===== src/rtl/ccff_chain_loader_if.sv =====
// Bitstream word stream into the configuration chain loader.
// The host drives data/valid; the loader answers with ready.
interface ccff_chain_loader_if #(
    parameter int WORD_W = 8
);
    logic [WORD_W-1:0] s_data;
    logic              s_valid;
    logic              s_ready;

    modport master (
        output s_data,
        output s_valid,
        input  s_ready
    );

    modport slave (
        input  s_data,
        input  s_valid,
        output s_ready
    );
endinterface


===== src/rtl/ccff_chain_loader.sv =====
// Serialises bitstream words MSB-first into a configuration flip-flop chain.
// An optional verify pass compares the returning chain tail against the re-sent stream.
module ccff_chain_loader #(
    parameter int CHAIN_LEN = 8,
    parameter int WORD_W    = 8,
    parameter int CNT_W     = 16
) (
    input  logic                prog_clk,
    input  logic                pReset,
    input  logic                start,
    input  logic                verify,
    ccff_chain_loader_if.slave  bitstream,
    output logic                ccff_head,
    output logic                ccff_shift_en,
    input  logic                ccff_tail,
    output logic                busy,
    output logic                done,
    output logic                err,
    output logic [CNT_W-1:0]    err_cnt
);

    localparam int              WB_W      = (WORD_W > 1) ? $clog2(WORD_W) : 1;
    localparam logic [WB_W-1:0] LAST_WBIT = WB_W'(WORD_W - 1);
    localparam logic [CNT_W-1:0] LAST_BIT = CNT_W'(CHAIN_LEN - 1);

    typedef enum logic [1:0] {
        IDLE,
        FETCH,
        SHIFT,
        DONE
    } state_t;

    state_t            state;
    state_t            state_nxt;
    logic              verify_q;
    logic [WORD_W-1:0] shreg;
    logic [CNT_W-1:0]  bit_cnt;
    logic [WB_W-1:0]   wbit;
    logic              ready;
    logic              load_word;
    logic              advance;
    logic              pass_end;
    logic              word_end;

    // bit_cnt counts bits already shifted; the current head bit is the last when it equals LAST_BIT
    assign pass_end = (bit_cnt == LAST_BIT);
    assign word_end = (wbit == LAST_WBIT);
    assign advance  = (state == SHIFT) && !pass_end && !word_end;

    assign bitstream.s_ready = ready;
    assign busy              = (state != IDLE);
    assign done              = (state == DONE);

    always_comb begin
        // NOTE: every output of this block gets a default first, so no path can infer a latch.
        state_nxt = state;
        ready     = 1'b0;
        load_word = 1'b0;
        case (state)
            IDLE: begin
                if (start) state_nxt = FETCH;
            end
            FETCH: begin
                ready = 1'b1;
                if (bitstream.s_valid) begin
                    load_word = 1'b1;
                    state_nxt = SHIFT;
                end
            end
            SHIFT: begin
                if (pass_end) begin
                    state_nxt = DONE;
                end else if (word_end) begin
                    ready = 1'b1;
                    if (bitstream.s_valid) load_word = 1'b1;
                    else                   state_nxt = FETCH;
                end
            end
            DONE: begin
                state_nxt = IDLE;
            end
            default: begin
                state_nxt = IDLE;
            end
        endcase
    end

    always_ff @(posedge prog_clk) begin
        // NOTE: sequential state uses non-blocking assignments so every flop samples pre-edge values.
        if (!pReset) state <= IDLE;
        else         state <= state_nxt;
    end

    always_ff @(posedge prog_clk) begin
        if (!pReset) begin
            verify_q      <= 1'b0;
            shreg         <= '0;
            bit_cnt       <= '0;
            wbit          <= '0;
            ccff_head     <= 1'b0;
            ccff_shift_en <= 1'b0;
            err           <= 1'b0;
            err_cnt       <= '0;
        end else begin
            if (state == IDLE && start) begin
                verify_q <= verify;
                err      <= 1'b0;
                err_cnt  <= '0;
                bit_cnt  <= '0;
            end

            // On a stall the head simply holds its last bit until the next word lands
            if (load_word) begin
                ccff_head <= bitstream.s_data[WORD_W-1];
                shreg     <= bitstream.s_data << 1;
                wbit      <= '0;
            end else if (advance) begin
                ccff_head <= shreg[WORD_W-1];
                shreg     <= shreg << 1;
                wbit      <= wbit + 1'b1;
            end

            ccff_shift_en <= load_word || advance;

            if (ccff_shift_en) bit_cnt <= bit_cnt + 1'b1;

            if (verify_q && ccff_shift_en && (ccff_tail != ccff_head)) begin
                err <= 1'b1;
                if (err_cnt != '1) err_cnt <= err_cnt + 1'b1;
            end
        end
    end

endmodule


===== src/flat_wrapper.sv =====
// flat-port wrapper written by rule: the top's interface ports become plain ports
module ccff_chain_loader_flat 
#(
    parameter int CHAIN_LEN = 8,
    parameter int WORD_W    = 8,
    parameter int CNT_W     = 16
)
  (prog_clk, pReset, start, verify, ccff_head, ccff_shift_en, ccff_tail, busy, done, err, err_cnt, bitstream_s_data, bitstream_s_valid, bitstream_s_ready);
  ccff_chain_loader_if #(.WORD_W(WORD_W)) bitstream_i ();
  input  logic prog_clk;
  input  logic pReset;
  input  logic start;
  input  logic verify;
  output logic ccff_head;
  output logic ccff_shift_en;
  input  logic ccff_tail;
  output logic busy;
  output logic done;
  output logic err;
  output logic [CNT_W-1:0] err_cnt;
  input wire logic [$bits(bitstream_i.s_data)-1:0] bitstream_s_data;
  input wire logic [$bits(bitstream_i.s_valid)-1:0] bitstream_s_valid;
  output wire logic [$bits(bitstream_i.s_ready)-1:0] bitstream_s_ready;
  assign bitstream_i.s_data = bitstream_s_data;
  assign bitstream_i.s_valid = bitstream_s_valid;
  assign bitstream_s_ready = bitstream_i.s_ready;
  ccff_chain_loader #(.CHAIN_LEN(CHAIN_LEN), .WORD_W(WORD_W), .CNT_W(CNT_W)) u_core (.prog_clk(prog_clk), .pReset(pReset), .start(start), .verify(verify), .bitstream(bitstream_i), .ccff_head(ccff_head), .ccff_shift_en(ccff_shift_en), .ccff_tail(ccff_tail), .busy(busy), .done(done), .err(err), .err_cnt(err_cnt));
endmodule

===== config.mk =====
export PLATFORM = sky130hd
export DESIGN_NAME = ccff_chain_loader_flat
export DESIGN_NICKNAME = d
export VERILOG_FILES = /design/src/rtl/ccff_chain_loader_if.sv /design/src/rtl/ccff_chain_loader.sv /design/src/flat_wrapper.sv
export SDC_FILE = /design/constraint.sdc
export NUM_CORES = 1
export LEC_CHECK = 0
export ABC_AREA = 1
export CAP_MARGIN = 20
export CELL_PAD_IN_SITES_DETAIL_PLACEMENT = 1
export CELL_PAD_IN_SITES_GLOBAL_PLACEMENT = 2
export CORE_UTILIZATION = 32
export CTS_BUF_LIST = sky130_fd_sc_hd__clkbuf_16
export DETAILED_ROUTE_END_ITERATION = 10
export PLACE_DENSITY = 0.93
export SLEW_MARGIN = 20
export SYNTH_ARGS = -nofsm -noshare
export SYNTH_HDL_FRONTEND = slang
export SYNTH_SLANG_ARGS = --single-unit

===== constraint.sdc =====
create_clock -name prog_clk -period 3.4 [get_ports prog_clk]
set_clock_uncertainty 0.1 [all_clocks]
set_input_delay 0.51 -clock prog_clk [delete_from_list [all_inputs] [get_ports prog_clk]]
set_output_delay 0.51 -clock prog_clk [all_outputs]
set_load 0.01 [all_outputs]

Yosys cells after proc, flatten, opt, wreduce, memory -nomap -nowiden

Index checks and enable logic that the tools add are counted.

Bits in read-only memories: 0
Memories kept: 0
Output and inout port bits: 22
Latch bits: 0
Word-level logic and storage cells: 63
Bits in writable memories: 0
Register bits: 48
Input bits: 14

Order comparisons: 0
Mux-type cells: 24
$add $sub $neg: 3
Eq/ne operators: 11
$mul: 0
Reduce and logical (&&, ||, !) cells: 15
Divide/modulo/power cells: 0
Bitwise logic cells: 1
Shift operators: 0

Operators by type and width:

| operator                | count |
|---|---|
| $mux W16                | 5 |
| $add A16 B1 Y16 const B | 2 |
| $eq A16 B3 Y1 const B   | 1 |
| $mux W8                 | 2 |
| $ne A16 B16 Y1 const B  | 1 |
| $mux W2                 | 5 |
| $mux W1                 | 9 |
| $pmux W2 S4             | 1 |
| $reduce_bool A2 Y1      | 4 |
| $logic_and A1 B1 Y1     | 5 |
| $eq A2 B2 Y1 const B    | 2 |
| $ne A2 B2 Y1 const B    | 2 |
| $pmux W1 S2             | 2 |
| $reduce_and A4 Y1       | 1 |
| $add A3 B1 Y3 const B   | 1 |
| $eq A3 B3 Y1 const B    | 1 |
| $ne A3 B1 Y1 const B    | 1 |
| $ne A3 B2 Y1 const B    | 1 |
| $eq A2 B1 Y1 const B    | 1 |
| $logic_not A1 Y1        | 2 |
| $logic_not A2 Y1        | 1 |
| $reduce_or A2 Y1        | 1 |
| $logic_or A1 B1 Y1      | 1 |
| $ne A1 B1 Y1            | 1 |
| $not A1 Y1              | 1 |

Depth between registers and ports, before layout

Word-level depth: 6
Mapped depth: 12
Depth with buffers taken out: 12

Least setup slack after synthesis

Ideal clock, no wire load.

Path type: register -> output
Start point: register u_core.state[0]
End point: output bitstream_s_ready
Required time: 2.790 ns
Cell stages (with the launch flop): 5
Slack: 1.451 ns
Arrival time: 1.339 ns
Path buffers: 1
Cells stage by stage: dfxtp_1 > inv_1 > ha_1 > buf_1 > a21boi_0

Word-level cells in the longest chain between the ends: 2
Elaborated cells on any way between the ends: 3
Classes of those cells: 2 x eq/ne; 1 x mux

RTL lines:

| element                                      | line                    | RTL |
|---|---|---|
| start: declaration                           | ccff_chain_loader.sv:33 | `state_t state;` |
| start signal: assignment                     | ccff_chain_loader.sv:91 | `else state <= state_nxt;` |
| $eq A2 B2 Y1 or $eq A2 B1 Y1 (tied branches) | ccff_chain_loader.sv:59 | `case (state)` |
| $pmux W1 S2 (*)                              | ccff_chain_loader.sv:59 |  |
| end: declaration                             | flat_wrapper.sv:23      | `output wire logic [$bits(bitstream_i.s_ready)-1:0] bitstream_s_ready;` |

Every way passes the cells marked *; elsewhere a longest branch is shown, timed or not.

Final worst setup path

Start point: register u_core.state[1]
End point: output bitstream_s_ready

Same word-level chain as after synthesis.

==> results.md <==
- Vias in the first global route: 2655
- Mean post-synth cell area: 6.63 µm²
- Detailed Route Iter0 Violations: 75
- Required @ worst endpoint: 2.79 ns
- Share of layout cells above drive strength 1: 5.98%
- FP Rows: 32
- CTS tree: yes
- Post-route cell area: 3240 µm²
- Largest net degree at the start of global routing: 19
- Die W: 93.1 µm
- Synth area leader: dfxtp_1
- Post-route setup TNS: 0 ns
- Diodes inserted: 0
- Lkg Pwr: 1.20 nW
- Async S/R FF share, synth: 0%
- Hold Crit Class: flop to flop
- Ys flop type: dfxtp_1
- Post-CTS Resized: 0
- CTS root buffer: clkbuf_16
- RSZ-0062 raised after global routing: false
- Vias per Instance: 5.02
- Port buffer count: 35
- Skew-Pair Late Insertion Delay: 0.29 ns
- Worst Setup EP: bitstream_s_ready
- Bufs on Longest Clock Path: 2
- Final Setup Violations: 0
- R2r worst-path depth: 7
- Die Footprint: 8660 µm²
- Synthesized Nets: 422
- Initial core utilization: 33.6%
- Largest family of logic cells by synthesized area: simple AND/OR/NAND/NOR gates
- Post-synth EDFFs: 0
- Number of synthesized register bits: 48
- Critical Path AT: 2.07 ns
- Routability congestion estimate: 0.722
- Synth Instances: 400
- Count leader, synth: nand2_1
- Synthesis Warnings: 0
- Wire per inst: 13.3 µm
- TritonRoute pass-1 iters: 4
- Layout Nets: 456
- Global-route wire length before repair: 12400 µm
- FMAX: 374 MHz
- Least-Margin Pin Slew: 0.704 ns
- Mapped Area: 2650 µm²
- Crit share post-route: 78.7%
- Num CTS Buffers: 5
- Drt drc: 0
- CTS Sinks: 48
- Dpl cells: 529
- Non-Filler Instances: 537
- Worst setup EP type: output pin
- Core Region: 7890 µm²
- Post-DP HPWL: 5320 µm
- Crit-path max FO: 10
- Worst setup path start: u_core.state[1]
- GRT Residual Overflow: 0
- Final antenna-violating net count: 0
- Clock transition at the registers of the reported paths: 0.07 ns
- WHS: 0.366 ns
- Fillers: 1009
- Via count: 2694
- Post-DP Area: 3100 µm²
- Xor/xnor share of the synthesized area: 0.660%
- FF-to-FF Start: u_core.state[1]
- Post-synthesis compound-gate area fraction: 16.4%
- Htree depth: 2
- Total global-route track usage: 17.8%
- Synth area leaders: dfxtp_1, nand2_1, a21oi_1, nand3_1, inv_1
- Final Hold Viols: 0
- Distinct cells, synth: 34
- R2R setup slack: 1.11 ns
- Post-synth top area share: 36.2%
- Capturing point of the worst reg2reg path: u_core.bit_cnt[14]
- Power Dens Cells: 489 nW/µm²
- Ports: 36
- Antenna violations before repair: 0
- MaxCap Viol Count: 0
- Layout area overhead: 22.3%
- WHS Path Cells: 2
- Slew HR: 53.0%
- Post-CTS Setup Repair Bufs: 0
- Outcome: finished, final reports clean
- Register area share after synthesis: 36.2%
- Die Ht: 93.1 µm
- Startpoint Class: flop
- Worst VDD drop: 0.000279 V
- Worst Path Class, Setup: flop to output pin
- Post-synthesis adder-cell area fraction: 3.77%
- Post-synthesis mux area share: 0%
- Top cells by count, synth: nand2_1, dfxtp_1, inv_1, nor2_1, a21oi_1
- Hold buffers post-CTS: 0
- Routed WL: 7130 µm
- Period minus WS final: 2.68 ns
- Post-Synth Simple-Gate Area: 33.4%
- Final number of max-transition violations: 0
==> how the worst min path moves through the flow <==
stage                                from              end  slack, ns
after global routing           u_core.err       u_core.err       0.38
final                     u_core.verify_q  u_core.verify_q       0.37
after global placement    u_core.verify_q  u_core.verify_q       0.35
after detailed placement  u_core.verify_q  u_core.verify_q       0.35
after floorplan           u_core.verify_q  u_core.verify_q       0.33
after CTS                 u_core.verify_q  u_core.verify_q       0.37
==> critical path, stage by stage, from the launching register on <==
cell and delay, ns:
dfxtp_1 0.37, inv_1 0.10, ha_1 0.50, a21boi_0 0.24
clkdlybuf4s50_1 0.56
==> routing by layer <==
metal	up-vias	GRT usage [%]	part of all wire, %
li1	1375	-	-
met1	1281	22.4	48
met2	36	32.0	49
met3	2	3.17	2.6
met4	0	3.08	0.50
met5	-	0	0
==> flip-flops by register name, summed over array words and instances, names as in the netlist, 2 cells and up <==
signal          count
u_core.bit_cnt     16
u_core.err_cnt     16
u_core.shreg        7
u_core.wbit         3
u_core.state        2
==> report_power, final <==
| group | internal [W] | switching [W] | total (W) | leakage, nW |
|---|---|---|---|---|
| registers | 0.000605 | 0.0000451 | 0.000650 | 0.388 |
| clock network | 0.000274 | 0.000233 | 0.000508 | 0.0660 |
| logic | 0.000152 | 0.000276 | 0.000429 | 0.747 |
| total | 0.00103 | 0.000555 | 0.00159 | 1.20 |
==> placed cells by master (no fill, tap or decap), drive strengths merged, types with 8 or more instances in the layout <==
| master | synthesis | layout |
|---|---|---|
| ha | 8 | 8 |
| nor2 | 50 | 50 |
| nand3 | 38 | 38 |
| nor3 | 8 | 8 |
| o21ai | 22 | 22 |
| a21oi | 42 | 42 |
| dfxtp | 48 | 48 |
| nand2 | 100 | 100 |
| clkdlybuf4s50 | 0 | 35 |
| inv | 48 | 48 |
==> cells by family after synthesis <==
| kind of cell | after synthesis |
|---|---|
| compound gates | 79 |
| xor+xnor | 2 |
| fa+ha+maj | 8 |
| buf+inv | 62 |
| flops | 48 |
| simple gates | 201 |
==> per-stage QoR <==
step | utilization [%] | total power [W] | setup WS (ns)
after global routing | 41.1 | 0.00169 | 0.617
after CTS | 41.1 | 0.00160 | 0.703
after detailed placement | 39.2 | 0.00109 | 0.844
after global placement | 39.2 | 0.00108 | 1.01
final | 41.1 | 0.00159 | 0.724
after floorplan | - | 0.000938 | 1.45
==> layout make-up <==
type	instances	area, µm²	share of cell area [%]
clock inverter	3	23.8	0.733
inverter	50	188	5.78
timing repair buffer	39	380	11.7
multi-input combinational	290	1440	44.4
tap	102	128	3.93
sequential	48	961	29.6
clock buffer	5	125	3.86
(Power assumes the default switching activity.)
